==> config.mk <==
export PLATFORM = sky130hd
export DESIGN_NAME = aes_key_expand_128
export DESIGN_NICKNAME = d
export VERILOG_FILES = /design/src/rtl/aes_key_expand_128.sv
export SDC_FILE = /design/constraint.sdc
export NUM_CORES = 1
export LEC_CHECK = 0
export ABC_AREA = 0
export CAP_MARGIN = 20
export CELL_PAD_IN_SITES_DETAIL_PLACEMENT = 0
export CELL_PAD_IN_SITES_GLOBAL_PLACEMENT = 1
export CORE_UTILIZATION = 50
export CTS_CLUSTER_DIAMETER = 150
export DETAILED_ROUTE_END_ITERATION = 16
export DONT_BUFFER_PORTS = 1
export PLACE_DENSITY_LB_ADDON = 0.1
export REMOVE_ABC_BUFFERS = 1
export SLEW_MARGIN = 30
export SYNTH_ARGS = -nofsm -noshare
export SYNTH_HDL_FRONTEND = slang
export SYNTH_SLANG_ARGS = --single-unit
==> constraint.sdc <==
create_clock -name clk -period 7.38 [get_ports clk]
set_input_delay 1.845 -clock clk [delete_from_list [all_inputs] [get_ports clk]]
set_output_delay 1.845 -clock clk [all_outputs]
set_load 0.1 [all_outputs]
==> src/rtl/aes_key_expand_128.sv <==
// ---------------------------------------------------------------------------
// aes_key_expand_128
// Iterative AES-128 key schedule. One schedule step per cycle, S-box built
// on the GF((2^4)^2) composite field. Round keys leave on a valid/ready
// stream, either 0..10 on the fly (REVERSE=0) or 10..0 after a full
// pre-expansion into an internal key store (REVERSE=1).
//
// Ports
//   clk       clock, all state on rising edge
//   rst       asynchronous active-high reset
//   start     start request, sampled only in IDLE
//   key_in    cipher key, byte 0 = bits [127:120], sampled on accepted start
//   busy      high from the cycle after accepted start through the done cycle
//   rk_valid  round key on rk_out is valid
//   rk_ready  consumer accepts rk_out when rk_valid && rk_ready
//   rk_out    round key
//   rk_idx    round number of rk_out (0..10)
//   done      pulse on the cycle the last round key is accepted
// ---------------------------------------------------------------------------
module aes_key_expand_128 #(
   parameter bit REVERSE = 1'b0
) (
   input  logic         clk,
   input  logic         rst,
   input  logic         start,
   input  logic [127:0] key_in,
   output logic         busy,
   output logic         rk_valid,
   input  logic         rk_ready,
   output logic [127:0] rk_out,
   output logic [3:0]   rk_idx,
   output logic         done
);

   localparam int unsigned KEY_W  = 128;
   localparam int unsigned IDX_W  = 4;
   localparam int unsigned N_KEYS = 11;
   localparam logic [IDX_W-1:0] LAST_RND  = IDX_W'(N_KEYS - 1);
   localparam logic [7:0]       RCON_INIT = 8'h01;

   typedef enum logic [1:0] {
      ST_IDLE   = 2'd0,
      ST_EXPAND = 2'd1,
      ST_EMIT   = 2'd2
   } state_t;

   // ---------------- composite-field S-box ----------------
   // GF(2^2) multiply
   function automatic logic [1:0] mul_gf2(input logic [1:0] a, input logic [1:0] b);
      return {(a[1] & b[1]) ^ (a[0] & b[1]) ^ (a[1] & b[0]),
              (a[1] & b[1]) ^ (a[0] & b[0])};
   endfunction

   // GF(2^2) multiply by phi = {10}
   function automatic logic [1:0] mul_phi(input logic [1:0] a);
      return {a[1] ^ a[0], a[1]};
   endfunction

   // GF(2^4) multiply over GF(2^2)
   function automatic logic [3:0] mul_nibble(input logic [3:0] a, input logic [3:0] b);
      logic [1:0] hh;
      logic [1:0] ss;
      logic [1:0] ll;
      hh = mul_gf2(a[3:2], b[3:2]);
      ss = mul_gf2(a[3:2] ^ a[1:0], b[3:2] ^ b[1:0]);
      ll = mul_gf2(a[1:0], b[1:0]);
      return {ss ^ ll, mul_phi(hh) ^ ll};
   endfunction

   function automatic logic [3:0] square_nibble(input logic [3:0] a);
      return {a[3], a[3] ^ a[2], a[2] ^ a[1], a[3] ^ a[1] ^ a[0]};
   endfunction

   // GF(2^4) multiply by lambda = {1100}
   function automatic logic [3:0] mul_lambda(input logic [3:0] a);
      return {a[2] ^ a[0], a[3] ^ a[2] ^ a[1] ^ a[0], a[3], a[2]};
   endfunction

   function automatic logic [3:0] invert_nibble(input logic [3:0] a);
      logic [3:0] q;
      q[3] = a[3] ^ (a[3] & a[2] & a[1]) ^ (a[3] & a[0]) ^ a[2];
      q[2] = (a[3] & a[2] & a[1]) ^ (a[3] & a[2] & a[0]) ^ (a[3] & a[0]) ^ a[2]
           ^ (a[2] & a[1]);
      q[1] = a[3] ^ (a[3] & a[2] & a[1]) ^ (a[3] & a[1] & a[0]) ^ a[2]
           ^ (a[2] & a[0]) ^ a[1];
      q[0] = (a[3] & a[2] & a[1]) ^ (a[3] & a[2] & a[0]) ^ (a[3] & a[1])
           ^ (a[3] & a[1] & a[0]) ^ (a[3] & a[0]) ^ a[2] ^ (a[2] & a[1])
           ^ (a[2] & a[1] & a[0]) ^ a[1] ^ a[0];
      return q;
   endfunction

   // GF(2^8) polynomial basis -> composite basis
   function automatic logic [7:0] isomorph(input logic [7:0] a);
      return {a[7] ^ a[5],
              a[7] ^ a[6] ^ a[4] ^ a[3] ^ a[2] ^ a[1],
              a[7] ^ a[5] ^ a[3] ^ a[2],
              a[7] ^ a[5] ^ a[3] ^ a[2] ^ a[1],
              a[7] ^ a[6] ^ a[2] ^ a[1],
              a[7] ^ a[4] ^ a[3] ^ a[2] ^ a[1],
              a[6] ^ a[4] ^ a[1],
              a[6] ^ a[1] ^ a[0]};
   endfunction

   // composite basis -> GF(2^8) polynomial basis
   function automatic logic [7:0] inv_isomorph(input logic [7:0] a);
      return {a[7] ^ a[6] ^ a[5] ^ a[1],
              a[6] ^ a[2],
              a[6] ^ a[5] ^ a[1],
              a[6] ^ a[5] ^ a[4] ^ a[2] ^ a[1],
              a[5] ^ a[4] ^ a[3] ^ a[2] ^ a[1],
              a[7] ^ a[4] ^ a[3] ^ a[2] ^ a[1],
              a[5] ^ a[4],
              a[6] ^ a[5] ^ a[4] ^ a[2] ^ a[0]};
   endfunction

   function automatic logic [7:0] affine(input logic [7:0] a);
      return a ^ {a[6:0], a[7]} ^ {a[5:0], a[7:6]} ^ {a[4:0], a[7:5]}
               ^ {a[3:0], a[7:4]} ^ 8'h63;
   endfunction

   function automatic logic [7:0] sbox(input logic [7:0] x);
      logic [7:0] t;
      logic [3:0] s;
      logic [3:0] d;
      logic [3:0] di;
      t  = isomorph(x);
      s  = t[7:4] ^ t[3:0];
      d  = mul_lambda(square_nibble(t[7:4])) ^ mul_nibble(s, t[3:0]);
      di = invert_nibble(d);
      return affine(inv_isomorph({mul_nibble(t[7:4], di), mul_nibble(s, di)}));
   endfunction

   function automatic logic [7:0] xtime(input logic [7:0] a);
      return {a[6:0], 1'b0} ^ (a[7] ? 8'h1b : 8'h00);
   endfunction

   // ---------------- registers ----------------
   state_t             r_state;
   logic               r_busy;
   logic               r_valid;
   logic [KEY_W-1:0]   r_out;
   logic [IDX_W-1:0]   r_idx;
   logic [7:0]         r_rcon;
   logic [KEY_W-1:0]   r_work;
   logic [IDX_W-1:0]   r_cnt;
   logic [KEY_W-1:0]   r_store [N_KEYS];

   state_t             w_state_nxt;
   logic               w_busy_nxt;
   logic               w_valid_nxt;
   logic [KEY_W-1:0]   w_out_nxt;
   logic [IDX_W-1:0]   w_idx_nxt;
   logic [7:0]         w_rcon_nxt;
   logic [KEY_W-1:0]   w_work_nxt;
   logic [IDX_W-1:0]   w_cnt_nxt;
   logic               w_store_we;
   logic [IDX_W-1:0]   w_store_sel;
   logic [KEY_W-1:0]   w_store_data;

   // ---------------- schedule step ----------------
   logic [KEY_W-1:0]   w_step_in;
   logic [31:0]        w_rot;
   logic [31:0]        w_t;
   logic [31:0]        w_n0, w_n1, w_n2, w_n3;
   logic [KEY_W-1:0]   w_step;
   logic               w_hs;
   logic               w_last;

   // pre-expansion walks r_work; on-the-fly emission steps from the key on display
   assign w_step_in = (r_state == ST_EXPAND) ? r_work : r_out;
   assign w_rot     = {w_step_in[23:0], w_step_in[31:24]};
   assign w_t       = {sbox(w_rot[31:24]), sbox(w_rot[23:16]),
                       sbox(w_rot[15:8]),  sbox(w_rot[7:0])} ^ {r_rcon, 24'h0};
   assign w_n0      = w_step_in[127:96] ^ w_t;
   assign w_n1      = w_step_in[95:64]  ^ w_n0;
   assign w_n2      = w_step_in[63:32]  ^ w_n1;
   assign w_n3      = w_step_in[31:0]   ^ w_n2;
   assign w_step    = {w_n0, w_n1, w_n2, w_n3};

   assign w_hs      = r_valid & rk_ready;
   assign w_last    = REVERSE ? (r_idx == '0) : (r_idx == LAST_RND);

   // ---------------- state register ----------------
   always_ff @(posedge clk or posedge rst) begin
      if (rst) begin
         r_state <= ST_IDLE;
         r_busy  <= 1'b0;
         r_valid <= 1'b0;
         r_out   <= '0;
         r_idx   <= '0;
         r_rcon  <= RCON_INIT;
         r_work  <= '0;
         r_cnt   <= '0;
         for (int unsigned i = 0; i < N_KEYS; i++) begin
            r_store[i] <= '0;
         end
      end else begin
         r_state <= w_state_nxt;
         r_busy  <= w_busy_nxt;
         r_valid <= w_valid_nxt;
         r_out   <= w_out_nxt;
         r_idx   <= w_idx_nxt;
         r_rcon  <= w_rcon_nxt;
         r_work  <= w_work_nxt;
         r_cnt   <= w_cnt_nxt;
         if (w_store_we) begin
            r_store[w_store_sel] <= w_store_data;
         end
      end
   end

   // ---------------- next-state / outputs ----------------
   always_comb begin
      w_state_nxt  = r_state;
      w_busy_nxt   = r_busy;
      w_valid_nxt  = r_valid;
      w_out_nxt    = r_out;
      w_idx_nxt    = r_idx;
      w_rcon_nxt   = r_rcon;
      w_work_nxt   = r_work;
      w_cnt_nxt    = r_cnt;
      w_store_we   = 1'b0;
      w_store_sel  = '0;
      w_store_data = '0;

      case (r_state)
         ST_IDLE: begin
            if (start) begin
               w_busy_nxt = 1'b1;
               w_rcon_nxt = RCON_INIT;
               if (REVERSE) begin
                  w_state_nxt  = ST_EXPAND;
                  w_work_nxt   = key_in;
                  w_cnt_nxt    = IDX_W'(1);
                  w_store_we   = 1'b1;
                  w_store_sel  = '0;
                  w_store_data = key_in;
               end else begin
                  w_state_nxt = ST_EMIT;
                  w_out_nxt   = key_in;
                  w_idx_nxt   = '0;
                  w_valid_nxt = 1'b1;
               end
            end
         end

         ST_EXPAND: begin
            w_work_nxt   = w_step;
            w_cnt_nxt    = r_cnt + IDX_W'(1);
            w_rcon_nxt   = xtime(r_rcon);
            w_store_we   = 1'b1;
            w_store_sel  = r_cnt;
            w_store_data = w_step;
            // round 10 goes straight to the output as it is computed
            if (r_cnt == LAST_RND) begin
               w_state_nxt = ST_EMIT;
               w_out_nxt   = w_step;
               w_idx_nxt   = LAST_RND;
               w_valid_nxt = 1'b1;
               w_rcon_nxt  = RCON_INIT;
            end
         end

         ST_EMIT: begin
            if (w_hs) begin
               if (w_last) begin
                  w_state_nxt = ST_IDLE;
                  w_valid_nxt = 1'b0;
                  w_busy_nxt  = 1'b0;
                  w_rcon_nxt  = RCON_INIT;
               end else if (REVERSE) begin
                  w_out_nxt = r_store[r_idx - IDX_W'(1)];
                  w_idx_nxt = r_idx - IDX_W'(1);
               end else begin
                  w_out_nxt  = w_step;
                  w_idx_nxt  = r_idx + IDX_W'(1);
                  w_rcon_nxt = xtime(r_rcon);
               end
            end
         end

         default: begin
            w_state_nxt = ST_IDLE;
         end
      endcase
   end

   assign busy     = r_busy;
   assign rk_valid = r_valid;
   assign rk_out   = r_out;
   assign rk_idx   = r_idx;
   // must coincide with the final handshake, so it is decoded from the live ready
   assign done     = w_hs & w_last;

endmodule

# Word-level counts from Yosys, hierarchy flattened
# Cells that the tools add are included.
[op_classes]
n_addsub = 2
eq_ne = 9
mux = 28
n_bitwise = 632
n_reduce_logical = 8
[ops]
columns = ["op", "n"]
rows = [
  ["$mux W128", 5],
  ["$pmux W128 S3", 1],
  ["$xor A1 B1 Y1", 376],
  ["$and A1 B1 Y1", 182],
  ["$xor A32 B32 Y32", 5],
  ["$xor A8 B8 Y8", 16],
  ["$xor A2 B2 Y2", 40],
  ["$mux W8", 4],
  ["$xor A4 B4 Y4", 8],
  ["$pmux W8 S3", 1],
  ["$mux W4", 4],
  ["$not A4 Y4", 4],
  ["$pmux W4 S3", 1],
  ["$reduce_and A5 Y1", 2],
  ["$add A4 B1 Y4 const B", 2],
  ["$eq A4 B4 Y1 const B", 2],
  ["$mux W2", 4],
  ["$ne A2 B2 Y1 const B", 4],
  ["$reduce_and A4 Y1", 2],
  ["$xor A8 B5 Y8", 1],
  ["$pmux W2 S3", 1],
  ["$mux W5", 1],
  ["$mux W1", 4],
  ["$pmux W1 S3", 1],
  ["8 further kinds", 8],
]
[word_totals]
ff_bits = 276
input_bits = 132
output_inout_bits = 135
wordCells = 687

# Longest topological paths before layout
[depth]
ltp_word = 47
ltp_mapped = 24
depth_no_buf = 19

# Least setup slack after synthesis
# OpenSTA, ideal clock, no wires.
[synth_path]
path_type = "reg2reg"
from = "register r_out[2], in the netlist rk_out[2]"
to = "register r_out[44], in the netlist rk_out[44]"
setup_time_ps = 127
arrival_ps = 6332
required_ps = 7253
slack_ps = 922
path_stages_with_launch = 21
path_buffers = 3
synth_period_minus_slack_ps = 6458
cell_sequence = "dfrtp_1 -> buf_6 -> buf_2 -> xor2_1 -> xnor2_1 -> xnor2_1 -> ha_1 -> buf_2 -> or3_1 -> a32o_2 -> xor2_2 -> xor2_1 -> nand2_1 -> maj3_1 -> o211a_1 -> o22a_1 -> xnor3_2 -> xnor2_4 -> xnor3_1 -> nor3b_1 -> a221o_1"
[synth_via]
elab_chain_cells = 40
elab_cells_between_ends = 148
classes_between = "mux: 5; bitwise: 143"
[synth_rtl]
columns = ["element", "line", "rtl"]
rows = [
  ["start: declaration", "141", "logic [KEY_W-1:0] r_out;"],
  ["start signal: assignment", "201", "r_out <= w_out_nxt;"],
  ["$mux W128 *", "170", "assign w_step_in = (r_state == ST_EXPAND) ? r_work : r_out;"],
  ["$xor A1 B1 Y1 (on tied branches) (2 in series)", "n/a", ""],
  ["$xor A4 B4 Y4", "127", "s = t[7:4] ^ t[3:0];"],
  ["$xor A2 B2 Y2", "65", "ss = mul_gf2(a[3:2] ^ a[1:0], b[3:2] ^ b[1:0]);"],
  ["$and A1 B1 Y1 (on tied branches)", "50, 51", ""],
  ["$xor A1 B1 Y1 (2 in series)", "50", "return {(a[1] & b[1]) ^ (a[0] & b[1]) ^ (a[1] & b[0]),"],
  ["$xor A2 B2 Y2", "67", "return {ss ^ ll, mul_phi(hh) ^ ll};"],
  ["$xor A4 B4 Y4", "128", "d = mul_lambda(square_nibble(t[7:4])) ^ mul_nibble(s, t[3:0]);"],
  ["[22 not listed]", "n/a", ""],
  ["$xor A8 B8 Y8 *", "118", "^ {a[3:0], a[7:4]} ^ 8'h63;"],
  ["$xor A32 B32 Y32 *", "173", "sbox(w_rot[15:8]), sbox(w_rot[7:0])} ^ {r_rcon, 24'h0};"],
  ["$xor A32 B32 Y32 *", "174", "assign w_n0 = w_step_in[127:96] ^ w_t;"],
  ["$xor A32 B32 Y32 *", "175", "assign w_n1 = w_step_in[95:64] ^ w_n0;"],
  ["$xor A32 B32 Y32 *", "176", "assign w_n2 = w_step_in[63:32] ^ w_n1;"],
  ["$mux W128", "266", "if (w_last) begin"],
  ["$mux W128", "265", "if (w_hs) begin"],
  ["$pmux W128 S3 *", "226", "case (r_state)"],
]
# Mark *: on every way between the ends. The rest lies on a longest branch, timed or not. The select of a mux whose other input is x is not followed.
# A chain may end at the register's enable or synchronous reset.

# Worst setup path in the final report
[layout_path]
from = "register r_out[21], in the netlist rk_out[21]"
to = "register r_out[56], in the netlist rk_out[56]"
[layout_via]
elab_chain_cells = 43
elab_cells_between_ends = 135
classes_between = "mux: 5; bitwise: 130"
[layout_rtl]
columns = ["element", "line", "rtl"]
rows = [
  ["$mux W128 *", "170", ""],
  ["$xor A1 B1 Y1 *", "94, 96, 97", ""],
  ["$xor A1 B1 Y1 (2 in series)", "96, 97", ""],
  ["$xor A1 B1 Y1", "97", "a[7] ^ a[5] ^ a[3] ^ a[2] ^ a[1],"],
  ["$xor A4 B4 Y4", "127", ""],
  ["$xor A2 B2 Y2", "65", ""],
  ["$and A1 B1 Y1", "50", ""],
  ["$xor A1 B1 Y1 (2 in series)", "50", ""],
  ["[25 not listed]", "n/a", ""],
  ["$not A4 Y4 (no line) *", "n/a", ""],
  ["$xor A32 B32 Y32 *", "173", ""],
  ["$xor A32 B32 Y32 *", "174", ""],
  ["$xor A32 B32 Y32 *", "175", ""],
  ["$xor A32 B32 Y32 *", "176", ""],
  ["$mux W128", "266", ""],
  ["$mux W128", "265", ""],
  ["$pmux W128 S3 *", "226", ""],
]
# Marks and branches as above.

==> metrics.md <==
| Metric | Value |
|---|---|
| Antenna-violating nets left | `0` |
| Starting Density | `0.513` |
| DP HPWL | `36500 um` |
| Yosys warning total | `0` |
| Post-route cell area | `~17000 um2` |
| Seq/Total Area, Yosys | `0.223` |
| Share of post-route cells with drive strength above 1 | `0.129` |
| Worst Hold Class | `flip-flop to flip-flop` |
| Die H | `roughly 180 um` |
| I/O pin count | `267` |
| Full die area | `32400 um2` |
| Mapped Cells | `approximately 1800` |
| R2R Setup Slk | `660 ps` |
| Crit path buffers/inverters | `4` |
| Asr flop ratio synth | `1.00` |
| Cts bufs inserted | `17` |
| Gr usage total | `0.313` |
| Chip width | `180 um` |
| Syn-to-layout area delta | `6.59%` |
| Fmax | `149 MHz` |
| CTS max path bufs | `2` |
| Final period util | `0.910` |
| Final TNS setup | `0 ps` |
| Final wirelength | `51100 um` |
| Max Slew Vio Count | `0` |
| Hold Fails Final Rpt | `0` |
| DRC | `0` |
| Number of global-route vias before repair | `13402` |
| RR Startpoint | `rk_out[21]$_DFFE_PP0P_` |
| NumNets Final | `1865` |
| PortBufs | `0` |
| Synth Flop Type | `dfrtp_1` |
| Core Rows | `64` |
| RSZ-0062 raised after global routing | `false` |
| Largest stage delay, worst path | `670 ps` |
| Hold path depth | `2` |
| Via count | `around 14000` |
| Top Family by Delay on Critical Path | `XOR/XNOR gates` |
| Max-Cap Viols | `0` |
| Run status | `completed` |
| Worst setup SP type | `flip-flop` |
| Yosys top cell area share | `0.221` |
| Dpl cell area | `16300 um2` |
| Min-delay src | `r_rcon[0]$_DFFE_PP1P_` |
| Initial DRC count | `1430` |
| CTS sink count | `141` |
| Hold EP | `r_rcon[0]$_DFFE_PP1P_` |
| Crit-path most repeated cell | `xnor2_1` |
| Gpl congestion | `between 0.8 and 0.9` |
| Initial antenna violation count | `5` |
| CP max-delay cell | `a211oi_1` |
| Skew-Pair Late Insertion Delay | `450 ps` |
| Worst hold slack | `516 ps` |
| Crit-path max FO | `16` |
| Crit path arrival time | `approximately 7000 ps` |
| Root buffer cell | `clkbuf_16` |
| Flops & latches, synth | `141` |
| CTS tree | `yes` |
| Clk slew on worst S/H paths | `70 ps` |
| Mapped Area | `15800 um2` |
| Cell Chain, Critical Path | `xor2_1, inv_1, xnor2_1, buf_4, xnor2_1, ha_1, inv_1, o22ai_1, a211oi_2, xnor2_1, xnor2_2, buf_4, o22ai_1, a211oi_1, xnor2_1, xnor3_1, xnor3_1, mux2i_1, a221o_1` |
| Total core area | `slightly above 30000 um2` |
| Pin count of the biggest net entering global routing | `100` |
| H-tree Lvls | `4` |
| Synth area leaders | `dfrtp_1 22%, xnor2_1 11%, xnor3_1 7.7%` |
| Crit path required time | `a little under 8000 ps` |
| Slew HR | `0.305` |
| Setup Crit Path Kind | `flip-flop to flip-flop` |
| Worst Reg-to-Reg Cells | `19` |
| Worst setup EP type | `flip-flop` |
| Post-synthesis cell type count | `103` |
| Post_cts resized | `0` |
| First-pass GRT wire length | `79400 um` |
| Least-Margin Pin Slew | `1040 ps` |
| Final worst path period need | `roughly 6700 ps` |
| Setup Buffers After CTS | `0` |
| CTS Hold Bufs | `0` |
| Final setup fails | `0` |
| Post-DR wirelength/cell | `24.0 um` |
| Drt pass-1 iters | `5` |
| CP Launch Point | `rk_out[21]$_DFFE_PP0P_` |
| Number of synthesized flops with an enable pin | `0` |
| RR Endpoint | `rk_out[56]$_DFFE_PP0P_` |
| Vias per inst | `6.64` |
| Layout Skew | `12.4 ps` |
| Syn_area_per_cell | `8.92 um2` |
| Leading area contributor after synthesis | `dfrtp_1` |
| Remaining global-route overflow | `0` |
layout make-up:
class | count | area [um2]
multi-input combinational | 1459 | 11600
tap | 396 | 495
antenna | 3 | 7.51
timing repair buffer | 69 | 522
clock inverter | 11 | 146
fill | 2819 | 14000
sequential | 141 | 3570
clock buffer | 21 | 440
inverter | 31 | 124
worst register-to-register path: stages (launching register included):
cell      delay [ps]
dfrtp_1          390
xor2_1           610
inv_1            220
xnor2_1          180
buf_4            200
xnor2_1          130
ha_1             420
inv_1            230
o22ai_1          120
a211oi_2         440
xnor2_1          230
xnor2_2          600
buf_4            330
o22ai_1          120
a211oi_1         670
xnor2_1          260
xnor3_1          650
xnor3_1          420
mux2i_1          130
a221o_1          260
per-stage QoR:
| step | instances | setup WS [ps] | util |
|---|---|---|---|
| 6_report | 2131 | 664 | 0.546 |
| 5_1_grt | 2131 | 264 | 0.546 |
| 4_1_cts | 2128 | 703 | 0.545 |
| 3_5_place_dp | 2096 | 729 | 0.526 |
| 3_3_place_gp | 2096 | 873 | 0.525 |
| 2_1_floorplan | 1631 | -1400 | - |
routing by layer:
layer	global-route usage	routed length [um]	vias to the layer above
met5	0	25	-
met4	0.119	1670	4
met3	0.0788	3910	99
met2	0.504	24000	595
met1	0.405	21500	6991
li1	-	-	6453
flip-flops by register name (all words and copies together) (netlist names):
signal / count
rk_idx: 4
busy: 1
rk_out: 128
r_rcon: 8
how the worst max path moves through the flow:
| stage | endpoint | slack, ps | cells after the start |
|---|---|---|---|
| floorplan | rk_out[25]$_DFFE_PP0P_ | -1400 | 4 |
| global route | rk_out[84]$_DFFE_PP0P_ | 260 | 19 |
| detailed placement | rk_out[56]$_DFFE_PP0P_ | 730 | 19 |
| CTS | rk_out[56]$_DFFE_PP0P_ | 700 | 19 |
| global placement | rk_out[56]$_DFFE_PP0P_ | 870 | 19 |
| finish | rk_out[56]$_DFFE_PP0P_ | 660 | 19 |
cell usage after synthesis (all sizes together) (9+ instances only):
cell    count
dfrtp     140
a221o      58
a31oi      25
and3       10
mux2i      28
xnor2     230
o21ai     116
xnor3      59
o211ai     14
clkbuf     80
xor2       90
a221oi     13
a211oi     27
nand3      43
buf        66
nor3b      15
nor3       63
a21oi      83
a21o       24
nand4      10
a21boi      9
nand2     144
nor4       10
nor2      116
ha         14
a22oi      45
inv        29
nor2b      13
or3        16
o22ai      33
xor3        9
o221ai     18
cells in the final DEF (no fill, tap or decap), types with 42 or more instances in the layout:
cell type  synthesis  layout
nor2_1           115     112
xor2_1            85      85
xnor2_1          201     198
o21ai_0          111     111
xnor3_1           54      54
a21oi_1           81      81
dfrtp_1          140     109
nand3_1           43      42
nor3_1            57      57
buf_4             14      68
a221o_1           57      57
nand2_1          143     141
a22oi_1           43      43
cell families (layout without fill, tap and decap cells):
group	count (synthesis)	after routing	synth area share
AO/OA/AOI/OAI	552	552	0.251
XOR/XNOR	388	388	0.298
adder cells (fa/ha/maj)	15	15	0.0117
buffers and inverters	177	132	0.0506
flip-flops	141	141	0.223
multiplexers	31	31	0.0213
other	0	3	0
AND/OR/NAND/NOR	473	473	0.145
Power is left out: the tool's default activity adds up to more than one toggle a clock period on the data nets, which glitch-free logic cannot reach.
